`src/rtl/permute_feeder.sv`:
```
// Feeds words from an in-order FIFO into a 1-cycle registered lane permuter,
// tracking valid/mode alongside so out_valid/out_mode line up with its dout.
module permute_feeder #(
   parameter int SIZE  = 4,
   parameter int DEPTH = 4
) (
   input  logic                       clk,
   input  logic                       rst,
   input  logic [4*SIZE-1:0]          in_data,
   input  logic [1:0]                 in_mode,
   input  logic                       in_valid,
   output logic                       in_ready,
   output logic [4*SIZE-1:0]          perm_din,
   output logic [1:0]                 perm_control,
   output logic                       out_valid,
   output logic [1:0]                 out_mode,
   input  logic                       out_ready,
   output logic [$clog2(DEPTH+1)-1:0] count
);

   localparam int W  = 4 * SIZE;
   localparam int AW = $clog2(DEPTH);
   localparam int CW = $clog2(DEPTH + 1);
   localparam logic [CW-1:0] FULL = CW'(DEPTH);

   // Handshakes: a word moves on a rising edge where valid and ready are both 1.
   // in_ready depends on registered occupancy only; out_ready low while
   // out_valid is high stalls the output side and replays H into the permuter.

   logic [W+1:0]  mem [DEPTH];
   logic [AW-1:0] wr_ptr, rd_ptr;
   logic [CW-1:0] count_q;

   logic          p_valid;
   logic [W-1:0]  p_data;
   logic [1:0]    p_mode;
   logic [W-1:0]  h_data;
   logic [1:0]    h_mode;
   logic          out_valid_q;

   logic          stall;
   logic          push;
   logic          pop;

   assign in_ready = (count_q < FULL);

   always_comb begin
      stall = out_valid_q && !out_ready;
      push  = in_valid && in_ready;
      pop   = !stall && (count_q != '0);
   end

   assign perm_din     = stall ? h_data : p_data;
   assign perm_control = stall ? h_mode : p_mode;
   assign out_valid    = out_valid_q;
   assign out_mode     = h_mode;
   assign count        = count_q;

   always_ff @(posedge clk) begin
      if (push && !rst) begin
         mem[wr_ptr] <= {in_mode, in_data};
      end
   end

   always_ff @(posedge clk) begin
      if (rst) begin
         wr_ptr      <= '0;
         rd_ptr      <= '0;
         count_q     <= '0;
         p_valid     <= 1'b0;
         p_data      <= '0;
         p_mode      <= '0;
         h_data      <= '0;
         h_mode      <= '0;
         out_valid_q <= 1'b0;
      end else begin
         if (push) begin
            wr_ptr <= AW'(wr_ptr + 1'b1);
         end
         if (pop) begin
            rd_ptr <= AW'(rd_ptr + 1'b1);
         end
         case ({push, pop})
            2'b10:   count_q <= count_q + 1'b1;
            2'b01:   count_q <= count_q - 1'b1;
            default: count_q <= count_q;
         endcase

         // P/H advance only when the current result is not being held.
         if (!stall) begin
            out_valid_q <= p_valid;
            h_data      <= p_data;
            h_mode      <= p_mode;
            if (count_q != '0) begin
               p_valid          <= 1'b1;
               {p_mode, p_data} <= mem[rd_ptr];
            end else begin
               p_valid <= 1'b0;
            end
         end
      end
   end

endmodule

```
`config.mk`:
```
export PLATFORM = sky130hd
export DESIGN_NAME = permute_feeder
export DESIGN_NICKNAME = d
export VERILOG_FILES = /design/src/rtl/permute_feeder.sv
export SDC_FILE = /design/constraint.sdc
export NUM_CORES = 1
export LEC_CHECK = 0
export ABC_AREA = 0
export BUFFER_PORTS_ARGS = -buffer_cell sky130_fd_sc_hd__buf_2
export CELL_PAD_IN_SITES_DETAIL_PLACEMENT = 1
export CELL_PAD_IN_SITES_GLOBAL_PLACEMENT = 2
export CORE_UTILIZATION = 43
export DETAILED_ROUTE_END_ITERATION = 16
export MAX_ROUTING_LAYER = met4
export PLACE_DENSITY_LB_ADDON = 0.1
export SLEW_MARGIN = 20
export SYNTH_ARGS = -nofsm -noshare
export SYNTH_HDL_FRONTEND = slang
export SYNTH_SLANG_ARGS = --single-unit
```
`constraint.sdc`:
```
create_clock -name clk -period 2.7 [get_ports clk]
set_input_delay 0.405 -clock clk [delete_from_list [all_inputs] [get_ports clk]]
set_output_delay 0.405 -clock clk [all_outputs]
set_load 0.005 [all_outputs]
```
== Word level (Yosys, flattened, before mapping) ==
Memories as Yosys holds them, arrays and structs flattened. A register that Yosys moved wholly into a read port is not among the register bits.
Cells that the tools add are included.

* $add $sub $neg: 4
* $lt $le $gt $ge: 1
* Equal/unequal tests: 2
* Multiplexer cells: 6
* Bitwise gates (word level): 1
* Reduce and logical (&&, ||, !) cells: 10

{| class="wikitable"
|+ Operator list
! operator !! count
|-
| 2-to-1 mux 16 bit || 1
|-
| case mux 3 bit (2 select lines) || 1
|-
| adder 2 x 1 -> 2 bit (second input constant) || 2
|-
| logical AND 1 bit || 4
|-
| adder 3 x 1 -> 3 bit (second input constant) || 1
|-
| logical NOT 1 bit || 3
|-
| less-than comparator 3 bit (second input constant) || 1
|-
| 2-to-1 mux 1 bit || 3
|-
| nonzero test 3 bit || 1
|-
| subtractor 3 x 1 -> 3 bit (second input constant) || 1
|-
| equality test 2 x 1 -> 1 bit (second input constant) || 1
|-
| equality test 2 bit (second input constant) || 1
|-
| 2-to-1 mux 2 bit || 1
|-
| AND reduction 2 bit || 1
|-
| nonzero test 2 bit || 1
|-
| inverter 1 bit || 1
|}

* Register bits after elaboration: 27
* Memory bits (writable): 72
* Input bits: 22
* Memories: 1

{| class="wikitable"
|+ Memory list
! memory !! depth !! bits a word !! rd ports !! clocked after Yosys merged registers in !! wr ports !! line !! source
|-
| mem || 4 || 18 || 1 || 1 || 1 || 30 || <nowiki>logic [W+1:0] mem [DEPTH];</nowiki>
|}

== Depth between registers and ports, before layout ==
* Depth in word-level cells: 6
* Gate-level depth with buffers: 10
* Mapped depth without buffers: 8

== Least setup slack after synthesis ==
Ideal clock, no wire load.

* Kind: input to register
* From: input out_ready
* To: register count_q[2] (netlist: count[2])
* Arrival: 2.034 ns
* Setup slack: 0.596 ns
* Cell stages on the path: 10
* Path buffers: 2
* Cells stage by stage: nor2b_1 buf_2 buf_2 nor2_1 ha_1 inv_1 fa_1 xor2_1 or3_1 a21oi_1

* Longest elaborated chain between the ends: 6

{| class="wikitable"
|+ RTL lines
! what !! line !! source
|-
| start: declaration || 17 || <nowiki>input logic out_ready,</nowiki>
|-
| logical NOT 1 bit (*) || 48 || <nowiki>stall = out_valid_q && !out_ready;</nowiki>
|-
| logical AND 1 bit (*) || 48 ||
|-
| logical NOT 1 bit (*) || -- ||
|-
| logical AND 1 bit (*) || 50 || <nowiki>pop = !stall && (count_q != '0);</nowiki>
|-
| named net pop || 43 || <nowiki>logic pop;</nowiki>
|-
| equality test 2 x 1 -> 1 bit or equality test 2 bit (tied branches) || 83 || <nowiki>case ({push, pop})</nowiki>
|-
| case mux 3 bit (2 select lines) or nonzero test 2 bit (tied branches) || -- ||
|-
| end signal: assignment || 84 || <nowiki>2'b10: count_q <= count_q + 1'b1;</nowiki>
|-
| end signal: assignment || 85 || <nowiki>2'b01: count_q <= count_q - 1'b1;</nowiki>
|-
| end signal: assignment || 86 || <nowiki>default: count_q <= count_q;</nowiki>
|-
| end: declaration || 32 || <nowiki>logic [CW-1:0] count_q;</nowiki>
|}

The timed path passes the listed nets; every way through them passes the cells marked *.
A chain may end at the register's enable or synchronous reset.

== Worst setup path after layout ==
* From: register out_valid_q (netlist: out_valid)
* To: output perm_din[0]

* Longest elaborated chain between the ends: 2

{| class="wikitable"
|+ RTL lines
! what !! line !! source
|-
| start: declaration || 39 || <nowiki>logic out_valid_q;</nowiki>
|-
| start signal: assignment || 91 || <nowiki>out_valid_q <= p_valid;</nowiki>
|-
| logical AND 1 bit || 48 ||
|-
| 2-to-1 mux 16 bit || -- ||
|-
| end: declaration || 13 || <nowiki>output logic [4*SIZE-1:0] perm_din,</nowiki>
|}

No other way between the ends.

==> results_dict.tcl <==
set metrics [dict create \
    area_delta_synth_final_pct 23.5 \
    critPathCapture "perm_din[0]" \
    diodes 0 \
    slew_viol_final 0 \
    gr-total-overflow 0 \
    cts.path.max_buffers 2 \
    setup_viol 0 \
    yosysWarnings 0 \
    clk_latency_ns 0.51 \
    gp_congestion 0.706 \
    outcome "finished, final reports clean" \
    htreeDepth 4 \
    synth-seq-cells 117 \
    final.setup.tns_ns 0 \
    fin_util_pct 54.8 \
    root_buffer "clkbuf_8" \
    syn-instance-count 252 \
    dieArea_sq_um 10500 \
    holdCritPathClass "in -> reg" \
    power_frac_clock_pct 38.7 \
    p_switching_mw 1.61 \
    final_cell_mix "edfxtp_1 (72), buf_2 (46), dfxtp_1 (45)" \
    pre_cts_ws_ns 0.601 \
    slew_headroom_pct 56.8 \
    grt_usage_pct 18.3 \
    die_h_microns 103 \
    skew_ns 0.00923 \
    layout-drive-gt1-share_pct 41.8 \
    r2r-start "count[2]" \
    reg2reg_slack_ns 0.63 \
    seq_power_share_pct 38.9 \
    cts_sinks 117 \
    drt_iter0_drc 71 \
    fp-row-count 36 \
    crit_type "reg -> out" \
    antenna_found_initial 0 \
    grt_pass1_vias 2399 \
    yosysSeqAreaShare_pct 70.2 \
    drcViolationCount 0 \
    nNetsFinal 343 \
    regArea_sq_um 3060 \
    io_buffers 46 \
    endpoint_kind "primary output" \
    synth_cell_types 31 \
    start_util_pct 44.4 \
    synth_nets 280 \
    crit_path_start "out_valid" \
    syn_area_sq_um 4360 \
    timing.hold.ws_ns 0.106 \
    sw_frac_of_total_pct 26.8 \
    core_area_sq_um 9820 \
    synth-async-reset-ratio_pct 0 \
    synth_ff_type "edfxtp_1" \
    total_power_mw 6.01 \
    cts_setup_buffers 0 \
    worstMarginPinSlew_ns 0.647 \
    hold_viol_final 0 \
    power_leakage_nw 2.02 \
    regToRegEndpoint "count[2]" \
    max_freq_mhz 442 \
    grt_first_pass_wirelength_microns 13000 \
    synth_area_per_cell_sq_um 17.3 \
    cp.arrival_ns 1.86 \
    wl_per_cell_microns 18.2 \
    cts_resized 0 \
    viasPerCell 5.07 \
    drv_cap 0 \
    hpwl_microns 5020 \
    worst_slack_ns 0.436 \
    drtAntennaViolNets 0 \
    power_density_nw_per_um2 1120 \
    cts_tree "built" \
    ir_drop_v 0.000646 \
    die_x_microns 103 \
    nFillCells 966 \
    fin_crit_ns 2.26 \
    synth-edff-count 72 \
    internal_power_mw 4.40 \
    cts.reportedPaths.clkPinSlew_ns 0.06 \
    multi_input_area_sq_um 1200 \
    holdBufCountCts 0 \
    start_kind "register" \
    dr.pass1.iters 5 \
    io_pins 47 \
    rsz0062_at_grt "false" \
    wl_microns 8390 \
    fin_crit_sh_pct 83.9 \
    cts-buffers-inserted 17 \
    reg2reg_depth 8 \
    cp.required_ns 2.30 \
    final_common_cell "edfxtp_1" \
    power_frac_comb_pct 22.4 \
    via_count 2337 \
    grt_max_degree 23 \
    path_max_fanout 22 \
]
-- synthesized netlist by cell type, types with 4 or more instances --
library cell / n / area [sq um]
clkbuf_1: 5 / 18.8
a22o_1: 8 / 70.1
dfxtp_1: 45 / 901
mux4_2: 18 / 405
buf_2: 4 / 20.0
a22o_2: 10 / 100
ha_1: 5 / 62.6
and2_1: 4 / 25.0
a21oi_1: 4 / 20.0
inv_1: 8 / 30.0
mux2_2: 18 / 203
nor2_1: 10 / 37.5
nor2b_1: 19 / 119
edfxtp_1: 72 / 2160
-- cell type report --
class                   count  area share [%]
inverters                   8           0.558
repair buffers             56            5.67
clock inverters            15            3.74
multi-input cells         115            22.4
flip-flops and latches    117            56.9
clock buffers              17            7.69
well taps                 133            3.09
-- worst min path at each step --
stage	start	endpoint	slack [ns]	cells after the start
2_1_floorplan	p_data[11]	p_data[11]	0.44	1
3_3_place_gp	p_valid	out_valid	0.46	2
6_report	in_data[2]	mem[0][2]	0.11	1
5_1_grt	in_data[2]	mem[1][2]	0.09	1
4_1_cts	in_data[2]	mem[1][2]	0.08	1
3_5_place_dp	p_data[5]	p_data[5]	0.47	1
-- registers in the layout (all words and copies together) (netlist names) --
| register | cells |
|---|---|
| h_data | 16 |
| out_valid | 1 |
| rd_ptr | 2 |
| mem | 72 |
| p_data | 16 |
| out_mode | 2 |
| p_mode | 2 |
| wr_ptr | 2 |
| p_valid | 1 |
| count | 3 |
-- logic make-up (layout without fill, tap and decap cells) --
kind of cell    count (synthesis)  count (layout)  synth area share [%]
flops                         117             117                  70.2
fa+ha+maj                       6               6                  1.89
simple gates                   42              42                  5.54
xor+xnor                        3               3                 0.603
mux                            37              37                  14.2
compound gates                 27              27                  5.37
buf+inv                        20              96                  2.18
-- worst max-delay path, stage by stage, from the launching register on --
cell	delay (ns)
dfxtp_1	0.33
nor2b_2	0.16
buf_4	0.32
mux2_2	0.40
buf_2	0.13
-- per-stage QoR --
step | instances | area, sq um
final | 461 | 5390
after global routing | 461 | 5390
after CTS | 461 | 5390
after detailed placement | 429 | 4770
after global placement | 429 | 4770
after floorplan | 252 | 4360
-- layer usage --
layer	vias to the layer above	track usage [%]	wire length, microns
li1	1079	-	-
met1	1199	20.8	3600
met2	47	30.3	4400
met3	12	4.47	256
met4	0	8.90	130
met5	-	-	0
-- power groups by stage --
stage          logic [mW]  clock network, mW  registers, mW
2_1_floorplan       0.983                  0           2.33
3_3_place_gp         1.35                  0           2.37
3_5_place_dp         1.37                  0           2.38
4_1_cts              1.39               2.36           2.34
5_1_grt              1.50               2.43           2.38
6_report             1.35               2.32           2.34
Note: power is estimated with default switching activity, not from simulation.
